`src/rtl/router_pkg.sv`:
```
// rtl/router_pkg.sv - shared router constants, port indices and arbiter state type
//
// Purpose: common definitions for the virtual channel router blocks.
// Ports: none (package).
package router_pkg;

  localparam int NUM_PORTS = 5;

  localparam int PORT_CORE  = 0;
  localparam int PORT_LINK1 = 1;
  localparam int PORT_LINK2 = 2;
  localparam int PORT_LINK3 = 3;
  localparam int PORT_LINK4 = 4;

  // Downstream input-buffer depth in flits, also the reset credit count.
  localparam int DEFAULT_BUF_DEPTH = 8;

  typedef enum logic {
    IDLE  = 1'b0,
    GRANT = 1'b1
  } arb_state_t;

endpackage

```
`src/rtl/output_port_arbiter_if.sv`:
```
// rtl/output_port_arbiter_if.sv - request/grant/credit bundle of one output port arbiter
//
// Purpose: groups the crossbar-side handshake of an output port arbiter.
// Signals:
//   req       sources -> arbiter, one bit per requesting source
//   flit_sent sources -> arbiter, owner moved one flit this cycle
//   credit_in sources -> arbiter, downstream freed one buffer slot
//   gnt       arbiter -> sources, registered one-hot grant
//   send_ok   arbiter -> sources, owner may send a flit
//   credits   arbiter -> sources, current credit count
//   busy      arbiter -> sources, arbiter holds a grant
//   err       arbiter -> sources, sticky protocol error
interface output_port_arbiter_if #(
  parameter int NUM_REQ = 4,
  parameter int CNT_W   = 4
);
  logic [NUM_REQ-1:0] req;
  logic               flit_sent;
  logic               credit_in;
  logic [NUM_REQ-1:0] gnt;
  logic               send_ok;
  logic [CNT_W-1:0]   credits;
  logic               busy;
  logic               err;

  modport master (
    output req, flit_sent, credit_in,
    input  gnt, send_ok, credits, busy, err
  );

  modport slave (
    input  req, flit_sent, credit_in,
    output gnt, send_ok, credits, busy, err
  );
endinterface

```
`src/rtl/output_port_arbiter_rr_pick.sv`:
```
// rtl/output_port_arbiter_rr_pick.sv - combinational circular priority picker
//
// Purpose: selects the first set request bit scanning upward from rr_ptr,
//          wrapping past the top bit back to bit 0.
// Ports:
//   req    in  NUM_REQ  request vector
//   rr_ptr in  PTR_W    index with highest priority
//   sel    out NUM_REQ  one-hot selection, zero when no request
//   valid  out 1        at least one request present
module rr_pick #(
  parameter int NUM_REQ = 4,
  parameter int PTR_W   = (NUM_REQ > 1) ? $clog2(NUM_REQ) : 1
) (
  input  logic [NUM_REQ-1:0] req,
  input  logic [PTR_W-1:0]   rr_ptr,
  output logic [NUM_REQ-1:0] sel,
  output logic               valid
);

  // One extra bit so rr_ptr + offset can exceed NUM_REQ-1 before wrapping.
  localparam int SW = PTR_W + 1;

  logic [SW-1:0] pos;

  always_comb begin
    sel   = '0;
    valid = 1'b0;
    pos   = '0;
    for (int i = 0; i < NUM_REQ; i++) begin
      pos = {1'b0, rr_ptr} + SW'(i);
      if (pos >= SW'(NUM_REQ)) begin
        pos = pos - SW'(NUM_REQ);
      end
      if (!valid && req[pos[PTR_W-1:0]]) begin
        sel[pos[PTR_W-1:0]] = 1'b1;
        valid               = 1'b1;
      end
    end
  end

endmodule

```
`src/rtl/output_port_arbiter.sv`:
```
// rtl/output_port_arbiter.sv - round-robin packet-hold output port allocator with credit gating
//
// Purpose: grants one source ownership of this output for a whole packet,
//          rotating priority between packets, and gates flit transfer on a
//          downstream credit counter.
// Ports:
//   clk  in  clock
//   rst  in  synchronous active-high reset
//   bus  output_port_arbiter_if.slave: req/flit_sent/credit_in in,
//        gnt/send_ok/credits/busy/err out
module output_port_arbiter
  import router_pkg::*;
#(
  parameter int NUM_REQ   = 4,
  parameter int BUF_DEPTH = DEFAULT_BUF_DEPTH,
  parameter int CNT_W     = $clog2(BUF_DEPTH + 1)
) (
  input  logic                     clk,
  input  logic                     rst,
  output_port_arbiter_if.slave     bus
);

  localparam int               PTR_W   = (NUM_REQ > 1) ? $clog2(NUM_REQ) : 1;
  localparam logic [CNT_W-1:0] FULL    = CNT_W'(BUF_DEPTH);
  localparam logic [PTR_W-1:0] LAST_IX = PTR_W'(NUM_REQ - 1);

  arb_state_t         state;
  logic [NUM_REQ-1:0] gnt_q;
  logic [PTR_W-1:0]   owner;
  logic [PTR_W-1:0]   rr_ptr;
  logic               busy_q;
  logic [CNT_W-1:0]   credits_q;
  logic               err_q;

  logic [NUM_REQ-1:0] pick_sel;
  logic               pick_valid;
  logic [PTR_W-1:0]   pick_idx;
  logic               send_ok;
  logic               dec;

  rr_pick #(
    .NUM_REQ (NUM_REQ),
    .PTR_W   (PTR_W)
  ) u_rr_pick (
    .req    (bus.req),
    .rr_ptr (rr_ptr),
    .sel    (pick_sel),
    .valid  (pick_valid)
  );

  always_comb begin
    pick_idx = '0;
    for (int i = 0; i < NUM_REQ; i++) begin
      if (pick_sel[i]) begin
        pick_idx = PTR_W'(i);
      end
    end
  end

  // Only registered state feeds send_ok, so there is no input-to-output path.
  assign send_ok = (|gnt_q) && (credits_q != '0);
  assign dec     = bus.flit_sent & send_ok;

  always_ff @(posedge clk) begin
    if (rst) begin
      state  <= IDLE;
      gnt_q  <= '0;
      owner  <= '0;
      rr_ptr <= '0;
      busy_q <= 1'b0;
    end else begin
      case (state)
        IDLE: begin
          if (pick_valid) begin
            gnt_q  <= pick_sel;
            owner  <= pick_idx;
            busy_q <= 1'b1;
            state  <= GRANT;
          end
        end
        GRANT: begin
          // Other requests are ignored until the owner finishes its packet.
          if (!bus.req[owner]) begin
            gnt_q  <= '0;
            busy_q <= 1'b0;
            rr_ptr <= (owner == LAST_IX) ? '0 : owner + 1'b1;
            state  <= IDLE;
          end
        end
        default: begin
          state <= IDLE;
        end
      endcase
    end
  end

  always_ff @(posedge clk) begin
    if (rst) begin
      credits_q <= FULL;
      err_q     <= 1'b0;
    end else begin
      case ({dec, bus.credit_in})
        2'b10: credits_q <= credits_q - 1'b1;
        2'b01: begin
          // A credit with the buffer already empty downstream is an overflow.
          if (credits_q == FULL) begin
            err_q <= 1'b1;
          end else begin
            credits_q <= credits_q + 1'b1;
          end
        end
        default: credits_q <= credits_q;
      endcase
      if (bus.flit_sent && !send_ok) begin
        err_q <= 1'b1;
      end
    end
  end

  assign bus.gnt     = gnt_q;
  assign bus.send_ok = send_ok;
  assign bus.credits = credits_q;
  assign bus.busy    = busy_q;
  assign bus.err     = err_q;

endmodule

```
`src/flat_wrapper.sv`:
```
// flat-port wrapper written by rule: the top's interface ports become plain ports
module output_port_arbiter_flat import router_pkg::*;
#(
  parameter int NUM_REQ   = 4,
  parameter int BUF_DEPTH = DEFAULT_BUF_DEPTH,
  parameter int CNT_W     = $clog2(BUF_DEPTH + 1)
)
  (clk, rst, bus_req, bus_flit_sent, bus_credit_in, bus_gnt, bus_send_ok, bus_credits, bus_busy, bus_err);
  output_port_arbiter_if #(.NUM_REQ(NUM_REQ), .CNT_W(CNT_W)) bus_i ();
  input  logic clk;
  input  logic rst;
  input wire logic [$bits(bus_i.req)-1:0] bus_req;
  input wire logic [$bits(bus_i.flit_sent)-1:0] bus_flit_sent;
  input wire logic [$bits(bus_i.credit_in)-1:0] bus_credit_in;
  output wire logic [$bits(bus_i.gnt)-1:0] bus_gnt;
  output wire logic [$bits(bus_i.send_ok)-1:0] bus_send_ok;
  output wire logic [$bits(bus_i.credits)-1:0] bus_credits;
  output wire logic [$bits(bus_i.busy)-1:0] bus_busy;
  output wire logic [$bits(bus_i.err)-1:0] bus_err;
  assign bus_i.req = bus_req;
  assign bus_i.flit_sent = bus_flit_sent;
  assign bus_i.credit_in = bus_credit_in;
  assign bus_gnt = bus_i.gnt;
  assign bus_send_ok = bus_i.send_ok;
  assign bus_credits = bus_i.credits;
  assign bus_busy = bus_i.busy;
  assign bus_err = bus_i.err;
  output_port_arbiter #(.NUM_REQ(NUM_REQ), .BUF_DEPTH(BUF_DEPTH), .CNT_W(CNT_W)) u_core (.clk(clk), .rst(rst), .bus(bus_i));
endmodule
```
`config.mk`:
```
export PLATFORM = sky130hd
export DESIGN_NAME = output_port_arbiter_flat
export DESIGN_NICKNAME = d
export VERILOG_FILES = /design/src/rtl/router_pkg.sv /design/src/rtl/output_port_arbiter_if.sv /design/src/rtl/output_port_arbiter_rr_pick.sv /design/src/rtl/output_port_arbiter.sv /design/src/flat_wrapper.sv
export SDC_FILE = /design/constraint.sdc
export NUM_CORES = 1
export LEC_CHECK = 0
export BUFFER_PORTS_ARGS = -buffer_cell sky130_fd_sc_hd__buf_2
export CAP_MARGIN = 20
export CORE_ASPECT_RATIO = 0.8
export CORE_MARGIN = 2
export CORE_UTILIZATION = 44
export CTS_BUF_LIST = sky130_fd_sc_hd__clkbuf_4
export DETAILED_ROUTE_END_ITERATION = 10
export MAX_ROUTING_LAYER = met4
export PLACE_DENSITY = 0.68
export SLEW_MARGIN = 5
export SYNTH_ARGS = -nofsm -noshare
export SYNTH_HDL_FRONTEND = slang
export SYNTH_SLANG_ARGS = --single-unit
```
`constraint.sdc`:
```
create_clock -name clk -period 2.55 [get_ports clk]
set_input_delay 0.1275 -clock clk [delete_from_list [all_inputs] [get_ports clk]]
set_output_delay 0.1275 -clock clk [all_outputs]
set_load 0.1 [all_outputs]
```
==> impl_table.tex, run 1 <==
\begin{tabular}{lr}
\hline
Metric & Value \\
\hline
\multicolumn{2}{l}{\textbf{Detailed routing}} \\
\quad Antenna-violating nets left & 0 \\
\quad Initial drt markers & 21 \\
\quad Number of detailed-route iterations in the first pass & 6 \\
\quad Wirelength per Cell & 13.11 um \\
\quad Number of vias per cell & 5.621 \\
\quad DRC & 0 \\
\quad Vias & approximately 1000 \\
\quad Final routed wirelength across all metal layers & 2.321 mm \\
\multicolumn{2}{l}{\textbf{Yosys}} \\
\quad Yosys warnings & 0 \\
\quad Flip-flop and latch count after synthesis & 15 \\
\quad Synthesized area per cell & 9.151 sq um \\
\quad Number of enable-type register cells in the synthesized netlist & 0 \\
\quad Dominant synthesized flop cell & dfxtp\_1 \\
\quad Total standard cell area after synthesis & approximately 1100 sq um \\
\quad Post-synthesis async set-or-reset flop share & 0\% \\
\quad Post-Synthesis Net Count & 139 \\
\quad Mapped Cells & 121 \\
\quad Count of distinct cell types in the synthesized netlist & 43 \\
\quad Sequential fraction of the synthesis area & between 20\% and 30\% \\
\multicolumn{2}{l}{\textbf{Timing}} \\
\quad Tightest slew margin relative to the limit & between 60\% and 70\% \\
\quad Actual slew at the worst max-slew pin & $\sim$0.51 ns \\
\quad Upper clock frequency limit & 423.1 MHz \\
\quad RSZ-0062 raised after global routing & false \\
\quad Final count of negative-setup-slack endpoints & 0 \\
\quad Worst hold-check slack & $\sim$0.19 ns \\
\quad Crit share post-route & 92.70\% \\
\quad Post-route minimum period & 2.364 ns \\
\quad Setup tns final & 0 ns \\
\quad Final Hold Fails & 0 \\
\quad Slew Limit Fails & 0 \\
\quad Worst Skew & between 0.006 and 0.007 ns \\
\multicolumn{2}{l}{\textbf{Placed design}} \\
\quad Detailed placer's ending HPWL & 1.839 mm \\
\quad Final estimated routing congestion in global placement & 0.8529 \\
\quad Count of input and output buffers & 18 \\
\quad Placed cells & between 150 and 200 \\
\multicolumn{2}{l}{\textbf{Clock network}} \\
\quad CTS Buf Count & 3 \\
\quad Number of gates given a new drive strength after cts & 0 \\
\quad Worst-path clk slew & 0.08 ns \\
\quad CTS max path bufs & 2 \\
\quad Clock sink count & 15 \\
\quad Number of H-tree branching levels & 1 \\
\quad Post-cts hold buffer count & 0 \\
\quad Clock latency reported for the late side of the worst-skew pair & roughly 0.28 ns \\
\quad Postcts setup bufs & 0 \\
\quad TritonCTS clock tree & built \\
\quad CTS Root Cell & clkbuf\_4 \\
\multicolumn{2}{l}{\textbf{Cells and area}} \\
\quad Area of combinational cells with multiple inputs & 782.0 sq um \\
\quad Number of fill cells in the layout & approximately 230 \\
\quad Area overhead of the layout relative to synthesis & 18.42\% \\
\quad Commonest cells after routing, fill and taps aside & buf\_2, a21oi\_1, nor2\_1, ha\_1, dfxtp\_4 \\
\quad Post-Route Utilization & between 50\% and 60\% \\
\quad Non-filler instance count after layout & about 180 \\
\quad Leading cell type in the layout, fill and taps excluded & buf\_2 \\
\quad Number of antenna repair diodes & 0 \\
\quad Share of layout cells above drive strength 1 & 32.62\% \\
\quad Number of nets in the layout & 160 \\
\quad Area occupied by registers & about 330 sq um \\
\multicolumn{2}{l}{\textbf{Global routing}} \\
\quad GR Util All Layers & a little under a fifth \\
\quad Antenna violations before repair & 0 \\
\quad Number of global-route vias before repair & 889 \\
\quad Pin count of the biggest net entering global routing & 16 \\
\quad Overflow left after global routing & 0 \\
\quad Global-route wire length before repair & just over 4 mm \\
\multicolumn{2}{l}{\textbf{Floorplan}} \\
\quad Horizontal die dimension & approximately 60 um \\
\quad I/O pin total & 19 \\
\quad Core ar. & between 2000 and 2500 sq um \\
\quad Number of placement rows & 16 \\
\quad Starting utilization of the core area & approximately 46\% \\
\quad Height of the die & roughly 49 um \\
\quad Die ar. & between 2000 and 3000 sq um \\
\multicolumn{2}{l}{\textbf{Pwr}} \\
\quad Comb pwr share & $\sim$62\% \\
\quad Pleak & between 0.5 and 0.6 nW \\
\quad Net Switching & approximately 740 uW \\
\quad Sequential share of power & around 28\% \\
\quad Fraction of power spent switching nets & a little over half \\
\quad Final total power & about 1.4 mW \\
\quad Areal power density over the cells & 1049 nW/um\^{}2 \\
\quad Maximum resistive drop on vdd & just over 400 uV \\
\quad Clock network power share & around a tenth \\
\quad Int Power & around 630 uW \\
\multicolumn{2}{l}{\textbf{Run}} \\
\quad Max-cap violation count & 0 \\
\multicolumn{2}{l}{\textbf{Worst setup path}} \\
\quad Worst setup path class & register to register \\
\quad Arrival time reported for the critical path endpoint & around 2.6 ns \\
\quad Sort of element at the start of the critical path & register \\
\quad Crit path max fanout & 3 \\
\quad Worst Path Required & about 2.7 ns \\
\quad Crit path capture type & register \\
\multicolumn{2}{l}{\textbf{Status}} \\
\quad Run status & finished, final reports clean \\
\multicolumn{2}{l}{\textbf{Hold path}} \\
\quad Kind of path behind the tightest hold check & primary input to register \\
\hline
\end{tabular}
## layer usage
metal  global-route usage, %  vias up  share of wire, %  routed length [um]
met5                       -        -                 0                   0
met4                   2.593        0              0.47                  11
met3                   4.775        2               4.9                 113
met2                   26.81       24                44                1031
met1                   25.58      472                50                1165
li1                        -      497                 -                   -
## worst max-delay path, cell delays in order, from the launching register on
cell,delay [ns]
dfxtp_4,0.35
nor4_1,0.35
or3b_1,0.19
nand2_2,0.08
ha_1,0.28
a21o_1,0.18
a21o_1,0.19
and3_1,0.17
or3_1,0.31
a21o_1,0.18
## cells in the mapped netlist (all sizes together) (2+ instances only)
cell    count  share of area (%)
dfxtp      15                 27
a21oi      14                6.3
nor2       11                3.7
ha          9                 10
nand2       5                1.7
nand3b      5                3.4
nor3        5                2.3
clkbuf      4                1.4
mux4        4                8.8
o21ai       4                1.8
a21o        3                2.0
inv         3                1.0
mux2i       3                2.7
a21bo       2                1.8
a21boi      2                1.7
and3        2                1.1
nand2b      2                1.1
nand3       2               0.90
nor4        2                1.1
or3         2                1.2
or3b        2                1.6
xnor2       2                1.6
## power by group through the flow
stage               Sequential [mW]  Combinational, mW  Clock [mW]
finish                        0.381              0.851       0.143
global route                  0.394              0.912       0.156
CTS                           0.381              0.853       0.149
detailed placement            0.386              0.848           0
global placement              0.383              0.837           0
floorplan                     0.688              0.402           0
## cells by family after synthesis
kind of cell	count (synthesis)	share of synthesized area (%)
xor gates and xnor gates	2	1.582
and+or+nand+nor	43	21.70
buffers and inverters	8	3.051
AOI/OAI and AO/OA	36	23.05
DFF	15	27.12
muxes	7	11.53
adders and majority gates	10	11.98
## sequential cells by signal, indices dropped and copies added, names as in the netlist
signal	flops
u_core.bus.gnt	4
u_core.state	1
u_core.bus.busy	1
u_core.rr_ptr	2
u_core.owner	2
u_core.bus.credits	4
u_core.bus.err	1
## worst paths after layout
| check | startpoint | endpoint | slack (ns) | cells after the start |
|---|---|---|---|---|
| worst max register to register | u_core.bus.gnt[0] | u_core.bus.credits[3] | 0.19 | 9 |
| worst max-delay path | u_core.bus.gnt[0] | u_core.bus.credits[3] | 0.19 | 9 |
| worst min register to register | u_core.bus.busy | u_core.bus.busy | 0.46 | 2 |
| worst min-delay path | rst | u_core.bus.gnt[1] | 0.19 | 2 |
## per-stage QoR
step	worst slack (ns)	instance area, sq um
floorplan	0.003663	1147
global placement	0.2404	1281
detailed placement	0.2003	1281
CTS	0.1779	1311
global route	0.01296	1311
finish	0.1863	1311
## cell type report
class,instances,share of cell area (%)
Clock buffer,4,2.290
Inverter,3,0.8588
Multi-Input combinational cell,98,59.64
Sequential cell,15,25.19
Tap cell,36,3.435
Timing Repair Buffer,21,8.588
(Power assumes the default switching activity.)
==> run 2: changes to the inputs <==
- ABC_CLOCK_PERIOD_IN_PS: not set -> 3050
- CORE_MARGIN: 2 -> 1
- PLACE_DENSITY: 0.68 -> 0.65
- clock period: 2.55 -> 3.05 ns (I/O delays scaled with it)
==> impl_table.tex, run 2 (synthesized netlist as in run 1, its figures left out) <==
\begin{tabular}{lr}
\hline
Metric & Value \\
\hline
\multicolumn{2}{l}{\textbf{Cells and area}} \\
\quad Number of nets in the layout & approximately 160 \\
\quad Commonest cells after routing, fill and taps aside & buf\_2, a21oi\_1, nor2\_1, dfxtp\_1, ha\_1 \\
\quad Number of fill cells in the layout & 203 \\
\quad Number of antenna repair diodes & 0 \\
\quad Post-Route Utilization & between 50\% and 60\% \\
\quad Area overhead of the layout relative to synthesis & 14.58\% \\
\quad Share of layout cells above drive strength 1 & between 20\% and 30\% \\
\quad Leading cell type in the layout, fill and taps excluded & buf\_2 \\
\quad Non-filler instance count after layout & 174 \\
\multicolumn{2}{l}{\textbf{Global routing}} \\
\quad Antenna violations before repair & 0 \\
\quad Pin count of the biggest net entering global routing & 16 \\
\quad Global-route wire length before repair & around 4.1 mm \\
\quad GR Util All Layers & just over 20\% \\
\quad Overflow left after global routing & 0 \\
\quad Number of global-route vias before repair & 894 \\
\multicolumn{2}{l}{\textbf{Floorplan}} \\
\quad Core ar. & between 2000 and 2500 sq um \\
\quad Die ar. & approximately 2700 sq um \\
\quad I/O pin total & 19 \\
\quad Number of placement rows & 15 \\
\quad Height of the die & roughly 47 um \\
\quad Starting utilization of the core area & about half \\
\quad Horizontal die dimension & $\sim$58 um \\
\multicolumn{2}{l}{\textbf{Worst setup path}} \\
\quad Worst Path Required & about 3.2 ns \\
\quad Sort of element at the start of the critical path & register \\
\quad Worst setup path class & register to register \\
\quad Crit path max fanout & 6 \\
\quad Crit path capture type & register \\
\quad Arrival time reported for the critical path endpoint & $\sim$2.8 ns \\
\multicolumn{2}{l}{\textbf{Clock network}} \\
\quad Clock latency reported for the late side of the worst-skew pair & 0.28 ns \\
\quad Number of H-tree branching levels & 1 \\
\quad Worst-path clk slew & roughly 0.09 ns \\
\quad CTS max path bufs & 2 \\
\quad Postcts setup bufs & 0 \\
\quad Post-cts hold buffer count & 0 \\
\quad CTS Root Cell & clkbuf\_4 \\
\quad Number of gates given a new drive strength after cts & 0 \\
\quad TritonCTS clock tree & built \\
\quad CTS Buf Count & 3 \\
\quad Clock sink count & 15 \\
\multicolumn{2}{l}{\textbf{Timing}} \\
\quad Final Hold Fails & 0 \\
\quad RSZ-0062 raised after global routing & false \\
\quad Final count of negative-setup-slack endpoints & 0 \\
\quad Tightest slew margin relative to the limit & about two thirds \\
\quad Slew Limit Fails & 0 \\
\quad Setup tns final & 0 ns \\
\quad Worst Skew & 0.007673 ns \\
\quad Actual slew at the worst max-slew pin & approximately 0.46 ns \\
\quad Upper clock frequency limit & a little under 400 MHz \\
\quad Crit share post-route & between 80\% and 90\% \\
\quad Post-route minimum period & around 2.6 ns \\
\multicolumn{2}{l}{\textbf{Detailed routing}} \\
\quad Number of detailed-route iterations in the first pass & 4 \\
\quad Initial drt markers & 67 \\
\quad Vias & approximately 1000 \\
\quad Number of vias per cell & 5.638 \\
\quad Antenna-violating nets left & 0 \\
\quad DRC & 0 \\
\quad Final routed wirelength across all metal layers & about 2.5 mm \\
\quad Wirelength per Cell & 14.19 um \\
\multicolumn{2}{l}{\textbf{Hold path}} \\
\quad Kind of path behind the tightest hold check & primary input to register \\
\multicolumn{2}{l}{\textbf{Status}} \\
\quad Run status & finished, final reports clean \\
\multicolumn{2}{l}{\textbf{Run}} \\
\quad Max-cap violation count & 0 \\
\multicolumn{2}{l}{\textbf{Pwr}} \\
\quad Maximum resistive drop on vdd & approximately 830 uV \\
\quad Pleak & around 0.56 nW \\
\quad Areal power density over the cells & 888.4 nW/um\^{}2 \\
\multicolumn{2}{l}{\textbf{Placed design}} \\
\quad Final estimated routing congestion in global placement & between 0.7 and 0.8 \\
\quad Detailed placer's ending HPWL & 1.905 mm \\
\quad Count of input and output buffers & 18 \\
\quad Placed cells & 170 \\
\hline
\end{tabular}
-- run 2: cell types whose count changed in the layout (fill, tap and decap cells not counted) --
cell,change
buf_4,-1
nand2_2,-1
dfxtp_4,-8
dfxtp_2,+5
nand2_1,+1
dfxtp_1,+3
nor4_2,-1
nor4_1,+1
-- run 2: cell type report --
type | count | area [sq um] | share of cell area [%]
clock buffers | 4 | 30.03 | 2.367
inverters | 3 | 11.26 | 0.8876
multi-input cells | 98 | 773.2 | 60.95
flip-flops and latches | 15 | 306.5 | 24.16
well taps | 34 | 42.54 | 3.353
repair buffers | 20 | 105.1 | 8.284
-- run 2: where the power goes --
part           leakage (nW)  total (mW)  switching, mW  internal, mW
registers             0.125       0.303         0.0545         0.248
logic                 0.412       0.703          0.499         0.204
clock network        0.0184       0.121         0.0617        0.0597
total                 0.556        1.13          0.615         0.512
-- run 2: path summary, 6_finish.rpt --
kind,start,to,slack (ns),cells after the start
min reg2reg,u_core.bus.busy,u_core.bus.busy,0.46,2
min,bus_flit_sent,u_core.bus.err,0.20,4
max reg2reg,u_core.bus.credits[0],u_core.bus.credits[3],0.46,9
max,u_core.bus.credits[0],u_core.bus.credits[3],0.46,9
-- run 2: layer usage --
| layer | GRT usage, % | share of wire (%) |
|---|---|---|
| met5 | - | 0 |
| met4 | 0.4762 | 0 |
| met3 | 5.234 | 4.5 |
| met2 | 31.03 | 44 |
| met1 | 29.83 | 52 |
-- run 2: worst max-delay path, cell delays in order (launching register included) --
cell and delay (ns):
dfxtp_2 0.36, nor4_1 0.38, or3b_1 0.28, nand2_1 0.15, ha_1 0.30, a21o_1 0.18
a21o_1 0.19, and3_1 0.17, or3_1 0.30, a21o_1 0.18
-- run 2: metrics by stage --
stage	setup WS (ns)	hold slack [ns]	power, mW	cell area, sq um
after floorplan	0.002305	0.2204	0.8920	1114
after global placement	0.5590	0.4416	0.9953	1239
after detailed placement	0.4673	0.4547	1.012	1239
after CTS	0.4474	0.1987	1.135	1269
after global routing	0.2696	0.2242	1.202	1269
final	0.4618	0.1993	1.127	1269
